`src/rtl/prog_loader_pkg.sv`:
```
// Shared definitions for the program loader: FSM states, frame magic and
// word-count width, plus small state classification helpers.
package prog_loader_pkg;

  localparam int         COUNT_WIDTH  = 16;
  localparam logic [7:0] LOADER_MAGIC = 8'hA5;

  typedef enum logic [2:0] {
    IDLE,
    LEN_LO,
    LEN_HI,
    DATA,
    CSUM,
    FIN,
    FAIL
  } state_e;

  // States in which the loader takes a byte from the stream.
  function automatic logic accepts_bytes(input state_e s);
    return (s != FIN) && (s != FAIL);
  endfunction

  // States that belong to a frame being received.
  function automatic logic in_frame(input state_e s);
    return (s == LEN_LO) || (s == LEN_HI) || (s == DATA) || (s == CSUM);
  endfunction

endpackage

```
`src/rtl/prog_loader_asm.sv`:
```
// Byte-to-word assembler: places payload bytes little-endian into a 32-bit
// word, pulses word_valid the cycle after the fourth byte and keeps a
// running XOR of every payload byte for the frame checksum.
module prog_loader_asm
  import prog_loader_pkg::*;
(
  input  logic        clk,
  input  logic        rst,
  input  logic        clear,
  input  logic        byte_valid,
  input  logic [7:0]  byte_data,
  output logic        last_lane,
  output logic        word_valid,
  output logic [31:0] word,
  output logic [7:0]  csum
);

  logic [1:0]  lane_q, lane_d;
  logic [23:0] low_q, low_d;
  logic [31:0] word_q, word_d;
  logic [7:0]  csum_q, csum_d;
  logic        valid_q, valid_d;

  // Next-state: lane placement, word completion and checksum accumulation.
  always_comb begin
    lane_d  = lane_q;
    low_d   = low_q;
    word_d  = word_q;
    csum_d  = csum_q;
    valid_d = 1'b0;
    if (clear) begin
      lane_d = 2'd0;
      low_d  = 24'd0;
      csum_d = 8'd0;
    end else if (byte_valid) begin
      csum_d = csum_q ^ byte_data;
      lane_d = lane_q + 2'd1;
      case (lane_q)
        2'd0:    low_d[7:0]   = byte_data;
        2'd1:    low_d[15:8]  = byte_data;
        2'd2:    low_d[23:16] = byte_data;
        default: begin
          word_d  = {byte_data, low_q};
          valid_d = 1'b1;
        end
      endcase
    end
  end

  // Register the assembler state; the completed word is held until the next one.
  always_ff @(posedge clk) begin
    if (rst) begin
      lane_q  <= 2'd0;
      low_q   <= 24'd0;
      word_q  <= 32'd0;
      csum_q  <= 8'd0;
      valid_q <= 1'b0;
    end else begin
      lane_q  <= lane_d;
      low_q   <= low_d;
      word_q  <= word_d;
      csum_q  <= csum_d;
      valid_q <= valid_d;
    end
  end

  assign last_lane  = (lane_q == 2'd3);
  assign word_valid = valid_q;
  assign word       = word_q;
  assign csum       = csum_q;

endmodule

```
`src/rtl/prog_loader.sv`:
```
// Framed byte-stream program loader feeding the instruction ROM write port.
// Frame: A5, count lo, count hi, 4*count payload bytes, XOR checksum.
// Holds the core in reset until a frame completes with a good checksum.
// Optional inter-byte timeout enabled by defining PROG_LOADER_TIMEOUT_EN.
module prog_loader
  import prog_loader_pkg::*;
#(
  parameter int ADDR_WIDTH     = 32,
  parameter int INST_WIDTH     = 32,
  parameter int MAX_WORDS      = 4096,
  parameter int BOOT_HOLD      = 0,
  parameter int TIMEOUT_CYCLES = 1000000
) (
  input  logic                  clk,
  input  logic                  rst,
  input  logic                  rx_valid,
  input  logic [7:0]            rx_data,
  output logic                  rx_ready,
  output logic                  rom_we,
  output logic [ADDR_WIDTH-1:0] rom_waddr,
  output logic [INST_WIDTH-1:0] rom_wdata,
  output logic                  core_hold,
  output logic                  busy,
  output logic                  done,
  output logic                  err
);

  localparam logic [COUNT_WIDTH-1:0] MAX_CNT       = COUNT_WIDTH'(MAX_WORDS);
  localparam logic                   BOOT_HOLD_BIT = (BOOT_HOLD != 0);

  if (INST_WIDTH != 32 || MAX_WORDS < 1 || MAX_WORDS > 65535 || TIMEOUT_CYCLES < 1) begin : g_param_check
    $error("prog_loader: unsupported parameter combination");
  end

  state_e                  state_q, state_d;
  logic                    rx_ready_q, rx_ready_d;
  logic                    busy_q, busy_d;
  logic                    done_q, done_d;
  logic                    err_q, err_d;
  logic                    core_hold_q, core_hold_d;
  logic [COUNT_WIDTH-1:0]  count_q, count_d;
  logic [COUNT_WIDTH-1:0]  idx_q, idx_d;
  logic [ADDR_WIDTH-1:0]   rom_waddr_q, rom_waddr_d;
  logic [COUNT_WIDTH-1:0]  len_full;
  logic                    acc;
  logic                    asm_clear;
  logic                    asm_byte_valid;
  logic                    asm_last_lane;
  logic                    asm_word_valid;
  logic [31:0]             asm_word;
  logic [7:0]              asm_csum;

`ifdef PROG_LOADER_TIMEOUT_EN
  localparam logic [31:0] TMR_LAST = 32'(TIMEOUT_CYCLES - 1);
  logic [31:0] tmr_q, tmr_d;
`endif

  assign acc            = rx_valid && rx_ready_q;
  assign asm_clear      = acc && (state_q == IDLE) && (rx_data == LOADER_MAGIC);
  assign asm_byte_valid = acc && (state_q == DATA);

  prog_loader_asm u_asm (
    .clk        (clk),
    .rst        (rst),
    .clear      (asm_clear),
    .byte_valid (asm_byte_valid),
    .byte_data  (rx_data),
    .last_lane  (asm_last_lane),
    .word_valid (asm_word_valid),
    .word       (asm_word),
    .csum       (asm_csum)
  );

  // Frame FSM next-state, word addressing and status outputs derived from the next state.
  always_comb begin
    state_d     = state_q;
    count_d     = count_q;
    idx_d       = idx_q;
    rom_waddr_d = rom_waddr_q;
    err_d       = err_q;
    core_hold_d = core_hold_q;
    len_full    = {rx_data, count_q[7:0]};
`ifdef PROG_LOADER_TIMEOUT_EN
    tmr_d = (!busy_q || acc) ? 32'd0 : tmr_q + 32'd1;
`endif
    case (state_q)
      IDLE: begin
        if (asm_clear) begin
          err_d       = 1'b0;
          core_hold_d = 1'b1;
          idx_d       = '0;
          state_d     = LEN_LO;
        end
      end
      LEN_LO: begin
        if (acc) begin
          count_d[7:0] = rx_data;
          state_d      = LEN_HI;
        end
      end
      LEN_HI: begin
        if (acc) begin
          count_d = len_full;
          state_d = (len_full == '0 || len_full > MAX_CNT) ? FAIL : DATA;
        end
      end
      DATA: begin
        if (acc && asm_last_lane) begin
          rom_waddr_d = ADDR_WIDTH'({idx_q, 2'b00});
          idx_d       = idx_q + 1'b1;
          if (idx_q == count_q - 1'b1) state_d = CSUM;
        end
      end
      CSUM: begin
        if (acc) state_d = (rx_data == asm_csum) ? FIN : FAIL;
      end
      default: state_d = IDLE;
    endcase
`ifdef PROG_LOADER_TIMEOUT_EN
    if (busy_q && !acc && tmr_q == TMR_LAST) state_d = FAIL;
`endif
    done_d = (state_d == FIN);
    if (state_d == FIN) core_hold_d = 1'b0;
    if (state_d == FAIL) err_d = 1'b1;
    busy_d     = in_frame(state_d);
    rx_ready_d = accepts_bytes(state_d);
  end

  // Single register stage for the FSM and every registered output.
  always_ff @(posedge clk) begin
    if (rst) begin
      state_q     <= IDLE;
      rx_ready_q  <= 1'b0;
      busy_q      <= 1'b0;
      done_q      <= 1'b0;
      err_q       <= 1'b0;
      core_hold_q <= BOOT_HOLD_BIT;
      count_q     <= '0;
      idx_q       <= '0;
      rom_waddr_q <= '0;
`ifdef PROG_LOADER_TIMEOUT_EN
      tmr_q       <= 32'd0;
`endif
    end else begin
      state_q     <= state_d;
      rx_ready_q  <= rx_ready_d;
      busy_q      <= busy_d;
      done_q      <= done_d;
      err_q       <= err_d;
      core_hold_q <= core_hold_d;
      count_q     <= count_d;
      idx_q       <= idx_d;
      rom_waddr_q <= rom_waddr_d;
`ifdef PROG_LOADER_TIMEOUT_EN
      tmr_q       <= tmr_d;
`endif
    end
  end

  assign rx_ready  = rx_ready_q;
  assign rom_we    = asm_word_valid;
  assign rom_waddr = rom_waddr_q;
  assign rom_wdata = asm_word;
  assign core_hold = core_hold_q;
  assign busy      = busy_q;
  assign done      = done_q;
  assign err       = err_q;

endmodule

```
`config.mk`:
```
export PLATFORM = sky130hd
export DESIGN_NAME = prog_loader
export DESIGN_NICKNAME = d
export VERILOG_FILES = /design/src/rtl/prog_loader_pkg.sv /design/src/rtl/prog_loader_asm.sv /design/src/rtl/prog_loader.sv
export SDC_FILE = /design/constraint.sdc
export NUM_CORES = 1
export LEC_CHECK = 0
export ABC_CLOCK_PERIOD_IN_PS = 7390
export CAP_MARGIN = 10
export CELL_PAD_IN_SITES_DETAIL_PLACEMENT = 1
export CELL_PAD_IN_SITES_GLOBAL_PLACEMENT = 1
export CORE_MARGIN = 2
export CORE_UTILIZATION = 45
export CTS_BUF_LIST = sky130_fd_sc_hd__clkbuf_2 sky130_fd_sc_hd__clkbuf_4 sky130_fd_sc_hd__clkbuf_8
export DETAILED_ROUTE_END_ITERATION = 10
export PLACE_DENSITY_LB_ADDON = 0.1
export SETUP_SLACK_MARGIN = 0.2
export SLEW_MARGIN = 10
export SYNTH_ARGS = -nofsm -noshare
export SYNTH_HDL_FRONTEND = slang
export SYNTH_SLANG_ARGS = --single-unit
```
`constraint.sdc`:
```
create_clock -name clk -period 7.39 [get_ports clk]
set_input_delay 0.739 -clock clk [delete_from_list [all_inputs] [get_ports clk]]
set_output_delay 0.739 -clock clk [all_outputs]
set_load 0.01 [all_outputs]
```
==> After elaboration in Yosys (flattened, before gate mapping) <==
Index checks and enable logic that the tools add are counted.
{ "totals": {"register_bits": 123, "output_inout_bits": 70, "wordCells": 94, "inputBits": 11} }
{ "op_classes": {"n_reduce_logical": 30, "bitwise": 5, "n_eq_ne": 20, "mux": 18, "addsub": 3, "n_lt_le_gt_ge": 1} }
{ "ops": {"columns": ["op", "n"], "rows": [
  ["$mux W16", 2],
  ["$pmux W16 S2", 1],
  ["$mux W3", 7],
  ["$add A16 B1 Y16 const B", 1],
  ["$eq A16 B16 Y1", 1],
  ["$gt A16 B13 Y1 const B", 1],
  ["$logic_not A16 Y1", 1],
  ["$pmux W8 S2", 1],
  ["$sub A16 B1 Y16 const B", 1],
  ["$pmux W3 S5", 1],
  ["$reduce_and A2 Y1", 7],
  ["$eq A3 B2 Y1 const B", 4],
  ["$eq A3 B3 Y1 const B", 4],
  ["$reduce_and A3 Y1", 3],
  ["$eq A8 B8 Y1", 1],
  ["$eq A8 B8 Y1 const B", 1],
  ["$mux W8", 1],
  ["$xor A8 B8 Y8", 1],
  ["$eq A3 B1 Y1 const B", 2],
  ["$logic_and A1 B1 Y1", 6],
  ["$ne A3 B3 Y1 const B", 2],
  ["$reduce_bool A2 Y1", 3],
  ["$reduce_or A3 Y1", 2],
  ["$eq A2 B2 Y1 const B", 2],
  ["11 further kinds", 21]
]} }

==> Longest topological paths before layout <==
Gate-level depths: netlist of the first run.
{ "logic_depth": {"depth_word": 9, "ltp_mapped": 10, "depth_no_buf": 9} }

==> Modules after synthesis <==
Synthesis of the first run repeated with hierarchy kept, for this count alone.
{ "unflattened": {"cells_unflattened": 677, "hier_area_um2": 6118.4} }
{ "by_module_without_submodules": {"columns": ["module", "seq_area_each_um2", "cells_per_inst", "n_inst", "area_each_um2"], "rows": [
  ["prog_loader", 1121.1, 376, 1, 3141.8],
  ["prog_loader_asm", 1341.3, 301, 1, 2976.6]
]} }

==> Least setup slack after synthesis of the first run <==
OpenSTA, ideal clock, no wires.
{ "synth_path": {"path_kind": "in2reg", "from": "input rx_data[1]", "to": "register idx_q[12]", "required_time_ns": 7.320, "arrival_ns": 2.830, "stages": 7, "n_path_buf": 1, "setup_ns": 0.070, "setup_slack_ns": 4.490, "path_cell_list": "clkbuf_1 or4_1 nor4_2 o211a_1 nand4_1 or3_1 a21oi_1"} }
{ "synth_via": {"elab_chain_len": 4} }
{ "synth_rtl": {"columns": ["item", "line", "source"], "rows": [
  ["from (decl)", "prog_loader.sv:17", "input logic [7:0] rx_data,"],
  ["$eq A8 B8 Y1", "prog_loader.sv:59", "assign asm_clear = acc && (state_q == IDLE) && (rx_data == LOADER_MAGIC);"],
  ["$logic_and A1 B1 Y1", "prog_loader.sv:59", null],
  ["$ne A2 B2 Y1 (no source line)", null, null],
  ["$reduce_and A3 Y1 (no source line)", null, null],
  ["to (signal assigned)", "prog_loader.sv:152", "idx_q <= idx_d;"],
  ["to (decl)", "prog_loader.sv:42", "logic [COUNT_WIDTH-1:0] idx_q, idx_d;"]
]} }
Every way passes these cells.
A chain may end at the register's enable or synchronous reset.

==> Worst setup path after layout of the first run <==
{ "layout_path": {"from": "input rx_data[1]", "to": "register idx_q[10]"} }
Same word-level chain as after synthesis.

==> results of run 1 <==
## flip-flops by register name, indices dropped and copies added (netlist names)
name,flops
count_q,16
done,1
state_q,3
u_asm.word,32
rom_waddr,16
u_asm.lane_q,2
busy,1
u_asm.word_valid,1
err,1
idx_q,16
u_asm.csum,8
core_hold,1
u_asm.low_q,24
rx_ready,1
## Yosys cell counts (all sizes together) (3+ instances only)
cell type | count | area, um2
a21oi | 89 | 445.4
and2 | 3 | 18.77
and3 | 6 | 37.54
buf | 19 | 135.1
clkbuf | 45 | 168.9
dfxtp | 123 | 2462
ha | 7 | 87.58
inv | 5 | 18.77
mux2i | 10 | 100.1
nand2 | 170 | 638.1
nand2b | 5 | 31.28
nand3 | 32 | 160.2
nand3b | 4 | 30.03
nand4 | 5 | 31.28
nand4b | 3 | 26.28
nor2 | 47 | 176.4
nor3 | 4 | 20.02
nor4 | 8 | 56.30
o211ai | 3 | 22.52
o21ai | 7 | 35.03
or3 | 5 | 31.28
or4 | 5 | 41.29
xnor2 | 17 | 148.9
xor2 | 31 | 271.5
## report_power, final
part | internal, mW | switching (mW) | total, mW
clock network | 0.386 | 0.275 | 0.661
registers | 0.663 | 0.000301 | 0.663
logic | 0.00886 | 0.0292 | 0.0381
## cells by family (layout without fill, tap and decap cells)
kind of cell	count (synthesis)	count (layout)	share of synthesized area (%)
mux	11	11	2.039
compound gates	121	121	12.46
simple gates	306	306	25.13
xor+xnor	48	48	7.698
fa+ha+maj	7	7	1.604
buf+inv	69	104	5.911
flops	123	123	45.09
other cells	1	16	0.06866
## worst max-delay path, stage by stage
cell,delay [ns]
clkdlybuf4s50_1,0.67
or4_1,0.63
nor4_2,0.59
o211a_1,0.30
nand4_1,0.26
nor3_1,0.33
xnor2_1,0.16
nor2_1,0.05
## per-stage QoR
| step | hold slack (ns) | util [%] | worst slack [ns] | cells |
|---|---|---|---|---|
| final | 0.4559 | 54.55 | 3.946 | 883 |
| after global placement | 0.4413 | 50.86 | 3.653 | 851 |
| after detailed placement | 0.4489 | 50.86 | 3.481 | 851 |
| after global routing | 0.4794 | 54.55 | 3.737 | 883 |
| after CTS | 0.4592 | 54.55 | 3.995 | 883 |
| after floorplan | 0.4321 | - | 4.490 | 701 |
## cells in the final DEF, fill, tap and decap left out, drive strengths merged, types with 6 or more instances in the layout
master	instances
nor4	8
xnor2	17
o21ai	7
nand3	32
clkdlybuf4s50	63
a21oi	89
nor2	47
mux2i	10
ha	7
dfxtp	123
nand2	170
clkbuf	20
and3	6
conb	16
xor2	31
## area by class of cell
cell class | instances | area, um2
Fill cell | 1454 | 5414
Inverter | 5 | 18.77
Tap cell | 147 | 183.9
Sequential cell | 123 | 2462
Multi-Input combinational cell | 509 | 2735
Clock inverter | 12 | 170.2
Timing Repair Buffer | 67 | 658.1
Clock buffer | 20 | 269.0
## metal layers
metal | vias to the layer above | global-route usage [%]
met2 | 80 | 41.67
li1 | 2338 | -
met1 | 2385 | 29.59
met4 | 0 | 8.618
met3 | 18 | 5.400
met5 | - | 0
## how the worst min path moves through the flow
stage | startpoint | to | slack, ns
2_1_floorplan | u_asm.low_q[0]$_SDFFE_PP0P_ | u_asm.word[0]$_SDFFE_PP0P_ | 0.43
3_3_place_gp | rom_waddr[8]$_SDFFE_PP0P_ | rom_waddr[8]$_SDFFE_PP0P_ | 0.44
3_5_place_dp | u_asm.word[7]$_SDFFE_PP0P_ | u_asm.word[7]$_SDFFE_PP0P_ | 0.45
4_1_cts | u_asm.word[7]$_SDFFE_PP0P_ | u_asm.word[7]$_SDFFE_PP0P_ | 0.46
5_1_grt | u_asm.word[6]$_SDFFE_PP0P_ | u_asm.word[6]$_SDFFE_PP0P_ | 0.48
6_report | rom_waddr[12]$_SDFFE_PP0P_ | rom_waddr[12]$_SDFFE_PP0P_ | 0.46
==> summary.md, run 1 <==
| Metric | Value |
|---|---|
| CTS Buffer Depth | `2` |
| WL met2 | `7525 um` |
| Syn Inst Count | `686` |
| Hold depth | `2` |
| Final Hold Fails | `0` |
| Post-route cell area | `0.006497 mm2` |
| Crit-path max FO | `10` |
| # DRC | `0` |
| Initial DRC Count | `245` |
| Final slew viol count | `0` |
| Vias/cell | `5.460` |
| Post-synth cell types | `50` |
| CTS tree | `yes` |
| First-pass GRT wire length | `24730 um` |
| Initial antenna violation count | `0` |
| Synth warn | `0` |
| Commonest register cell after synthesis | `dfxtp_1` |
| Number of max-cap violations | `0` |
| # rows | `40` |
| DP Wirelength | `9849 um` |
| Clk_lat worst skew | `0.45 ns` |
| Worst flop-to-flop path startpoint | `count_q[0]$_SDFFE_PP0P_` |
| F_max | `290.3 MHz` |
| RSZ-0062 raised after global routing | `no` |
| Leakage | `2.289 nW` |
| Die Wd | `114.2 um` |
| WL met3 | `467 um` |
| Setup TNS | `0 ns` |
| CP required | `7.69 ns` |
| Max VDD drop | `116.8 uV` |
| Clk_skew | `0.01030 ns` |
| CTS sink count | `123` |
| CP endpoint kind | `flip-flop` |
| Setup bufs post-CTS | `0` |
| Worst-Margin Slew | `1.130 ns` |
| DRT met1 WL | `6537 um` |
| # setup viols final | `0` |
| EDFF count, synth | `0` |
| FF-to-FF setup slack | `4.15 ns` |
| 1st-pass router iterations | `4` |
| Ports | `81` |
| Crit. Startpoint | `rx_data[1]` |
| GR Util All Layers | `24.13%` |
| Mean routed wirelength per cell | `16.71 um` |
| WL final | `14760 um` |
| Post-CTS resize count | `0` |
| RD Place Congestion | `0.8280` |
| Port Buffers | `64` |
| WS Path Type | `in -> reg` |
| Die Height | `114.2 um` |
| Crit path DAT | `3.75 ns` |
| R2R depth | `9` |
| CTS Buf Count | `17` |
| Synth Area per Inst | `7.961 um2` |
| Die area | `0.01303 mm2` |
| Async set-or-reset flop fraction in the synthesized netlist | `0%` |
| Critical Path End | `idx_q[10]$_SDFFE_PP0P_` |
| Antenna Violating Nets Remaining | `0` |
| Max-slew headroom | `24.46%` |
| Layout Nets | `741` |
| Core Box Area | `0.01191 mm2` |
| Sequential element share of the synthesized area | `45.09%` |
| Hold buffer count at CTS | `0` |
| Root Driver | `clkbuf_8` |
| Reg2reg end | `done$_SDFF_PP0_` |
| CTS H-tree depth | `4` |
| GRT overflow | `0` |
| Share of cells above drive strength 1 | `5.842%` |
| Diodes inserted | `0` |
| Pwr Density | `209.7 mW/mm2` |
| Cell Area, Placed | `0.006058 mm2` |
| Vias in the first global route | `4946` |
| CP Launch Type | `input port` |
| Netlist Area Pre-Place | `0.005461 mm2` |
| Hold WC Path Type | `reg -> reg` |
| CTS clk-pin slew, worst paths | `0.07 ns` |
| Power Total | `1.362 mW` |
| Starting Density | `45.85%` |
| Post-synthesis register bit count | `123` |
| Pin count of the biggest net entering global routing | `73` |
| Syn-to-layout area delta | `18.97%` |
| Highest routed layer | `met4` |
| Outcome | `complete, no violations` |
| Final Cycle Share | `46.61%` |
| Via Count | `4821` |
| Period minus WS final | `3.444 ns` |
Note: power is estimated with default switching activity, not from simulation.
==> run 2, diff against run 1 <==
--- a/config.mk
+++ b/config.mk
@@ -5,12 +5,12 @@
 export SDC_FILE = /design/constraint.sdc
 export NUM_CORES = 1
 export LEC_CHECK = 0
-export ABC_CLOCK_PERIOD_IN_PS = 7390
+export ABC_CLOCK_PERIOD_IN_PS = 3150
 export CAP_MARGIN = 10
 export CELL_PAD_IN_SITES_DETAIL_PLACEMENT = 1
 export CELL_PAD_IN_SITES_GLOBAL_PLACEMENT = 1
 export CORE_MARGIN = 2
-export CORE_UTILIZATION = 45
+export CORE_UTILIZATION = 37
 export CTS_BUF_LIST = sky130_fd_sc_hd__clkbuf_2 sky130_fd_sc_hd__clkbuf_4 sky130_fd_sc_hd__clkbuf_8
 export DETAILED_ROUTE_END_ITERATION = 10
 export PLACE_DENSITY_LB_ADDON = 0.1
==> constraint.sdc (replaced) <==
create_clock -name clk -period 3.15 [get_ports clk]
set_input_delay 0.315 -clock clk [delete_from_list [all_inputs] [get_ports clk]]
set_output_delay 0.315 -clock clk [all_outputs]
set_load 0.01 [all_outputs]
==> summary.md, run 2 (same netlist as run 1, synthesis figures left out) <==
| Metric | Value |
|---|---|
| Slowest cell on crit path | `or4_4 (was clkdlybuf4s50_1)` |
| Hold WC Path Type | `in -> reg (was reg -> reg)` |
| CP required | `3.53 ns (was 7.69 ns)` |
| Diodes inserted | `0 (unchanged)` |
| Outcome | `complete, no violations (unchanged)` |
| Port Buffers | `64 (unchanged)` |
| Die area | `0.01575 mm2 (was 0.01303 mm2)` |
| Final slew viol count | `0 (unchanged)` |
| F_max | `350.7 MHz` |
| Pwr Density | `462.1 mW/mm2 (was 209.7 mW/mm2)` |
| CTS H-tree depth | `4 (unchanged)` |
| Placed cells | `903 (was 851)` |
| Max FFs per register | `32 (unchanged)` |
| GR Util All Layers | `19.18% (was 24.13%)` |
| Root Driver | `clkbuf_8 (unchanged)` |
| Final Hold Fails | `0 (unchanged)` |
| Most common cell after layout, fill and taps aside | `nand2_1 (unchanged)` |
| Share of cells above drive strength 1 | `8.378% (was 5.842%)` |
| RSZ-0062 raised after global routing | `no (unchanged)` |
| Post-route cell area | `0.006656 mm2 (was 0.006497 mm2)` |
| Post-layout util | `45.97% (was 54.55%)` |
| CTS Buf Count | `17 (unchanged)` |
| Vias/cell | `5.123 (was 5.460)` |
| Leakage | `2.354 nW (was 2.289 nW)` |
| CTS Buffer Depth | `2 (unchanged)` |
| Crit path max-delay family | `simple AND/OR/NAND/NOR gates (unchanged)` |
| WS Path Type | `reg -> reg (was in -> reg)` |
| Setup TNS | `0 ns (unchanged)` |
| Crit path DAT | `3.23 ns (was 3.75 ns)` |
| Mean routed wirelength per cell | `15.61 um (was 16.71 um)` |
| CTS tree | `yes (unchanged)` |
| Max-slew headroom | `23.79% (was 24.46%)` |
| Core Box Area | `0.01448 mm2 (was 0.01191 mm2)` |
| Final worst slack | `0.2984 ns (was 3.946 ns)` |
| Vias in the first global route | `4880 (was 4946)` |
| CTS sink count | `123 (unchanged)` |
| # setup viols final | `0 (unchanged)` |
| Via Count | `4795 (was 4821)` |
| First-pass GRT wire length | `24350 um (was 24730 um)` |
| Pre-CTS WS | `0.1676 ns (was 3.481 ns)` |
| WHS | `0.4460 ns (was 0.4559 ns)` |
| Starting Density | `37.72% (was 45.85%)` |
| Layout Nets | `757 (was 741)` |
| Worst-Margin Slew | `1.140 ns (was 1.130 ns)` |
| # DRC | `0 (unchanged)` |
| GRT overflow | `0 (unchanged)` |
| Clk_skew | `0.01050 ns (was 0.01030 ns)` |
| Final Cycle Share | `90.53%` |
| Cell Chain, Critical Path | `or4_4 -> or3b_4 -> or4_1 -> a22oi_1 -> nand4_1 -> or4_4 -> a21oi_1 (was clkdlybuf4s50_1 -> or4_1 -> nor4_2 -> o211a_1 -> nand4_1 -> nor3_1 -> xnor2_1 -> nor2_1)` |
| RD Place Congestion | `0.8594 (was 0.8280)` |
| Number of max-cap violations | `0 (unchanged)` |
| CTS clk-pin slew, worst paths | `0.07 ns (about the same)` |
| Max VDD drop | `209.1 uV (was 116.8 uV)` |
| Initial DRC Count | `260 (was 245)` |
| Crit-path max FO | `7 (was 10)` |
| Cell Area, Placed | `0.006230 mm2 (was 0.006058 mm2)` |
| 1st-pass router iterations | `4 (unchanged)` |
| WL final | `14620 um (was 14760 um)` |
| CP bufs+invs | `0 (was 1)` |
| Syn-to-layout area delta | `21.88% (was 18.97%)` |
| CP endpoint kind | `flip-flop (unchanged)` |
| CP Launch Type | `flip-flop (was input port)` |
| Power Total | `3.076 mW (was 1.362 mW)` |
| Post-route insts no fill | `936 (was 883)` |
| DP Wirelength | `10190 um (was 9849 um)` |
| Clk_lat worst skew | `0.45 ns (about the same)` |
| Initial antenna violation count | `0 (unchanged)` |
| Die Wd | `125.5 um (was 114.2 um)` |
| Antenna Violating Nets Remaining | `0 (unchanged)` |
| CP dominant cell by count | `or4_4` |
| Most frequent cells in the layout | `170 x nand2_1, 122 x dfxtp_1, 89 x a21oi_1, 63 x clkdlybuf4s50_1, 46 x nor2_1 (was 170 x nand2_1, 123 x dfxtp_1, 89 x a21oi_1, 63 x clkdlybuf4s50_1, 46 x nor2_1)` |
| Max stage delay on crit path | `0.54 ns (was 0.67 ns)` |
| Die Height | `125.5 um (was 114.2 um)` |
| Period minus WS final | `2.852 ns` |
| Pin count of the biggest net entering global routing | `42 (was 73)` |
| FILL cells | `1798 (was 1454)` |
| Ports | `81 (unchanged)` |
| # rows | `44 (was 40)` |
| FF-to-FF setup slack | `0.30 ns (was 4.15 ns)` |
## run 2: changes by cell type in the layout (fill, tap and decap cells not counted), moves of 2 or more
cell | before | now
clkinv_4 | 0 | 4
clkinv_2 | 4 | 2
bufinv_16 | 4 | 2
buf_4 | 3 | 18
## run 2: layout make-up
class                      instances  area, um2  area share (%)
clock buffer                      19      261.5           3.929
clock inverter                    13      143.9           2.162
sequential                       123       2464           37.01
timing repair buffer              83      790.8           11.88
inverter                           5      18.77          0.2820
multi-input combinational        509       2748           41.28
tap                              184      230.2           3.459
## run 2: per-layer routing
layer | GRT usage [%] | routed length, um | up-vias | share of wire [%]
met4 | 6.209 | 186 | 0 | 1.3
met3 | 4.792 | 526 | 15 | 3.6
met1 | 25.29 | 7080 | 2311 | 48
met5 | 0 | 0 | - | 0
met2 | 30.84 | 6822 | 96 | 47
li1 | - | - | 2373 | -
## run 2: worst paths after layout
path,start,end,cells past startpoint
max,count_q[0]$_SDFFE_PP0P_,done$_SDFF_PP0_,7
min,rst,count_q[7]$_SDFFE_PP0P_,2
max reg2reg,count_q[0]$_SDFFE_PP0P_,done$_SDFF_PP0_,7
min reg2reg,rom_waddr[9]$_SDFFE_PP0P_,rom_waddr[9]$_SDFFE_PP0P_,2
## run 2: repair_timing
item | in CTS | in global routing
hold buffers | 0 | 0
setup buffers | 0 | 1
resized for setup | 0 | 4
endpoints found under the setup margin | 0 | 2
## run 2: power breakdown
part           total (mW)  internal [mW]  leakage [nW]  switching [mW]
clock network        1.42          0.747         0.194           0.671
logic               0.102         0.0309          1.17          0.0716
registers            1.56           1.55         0.991        0.000904
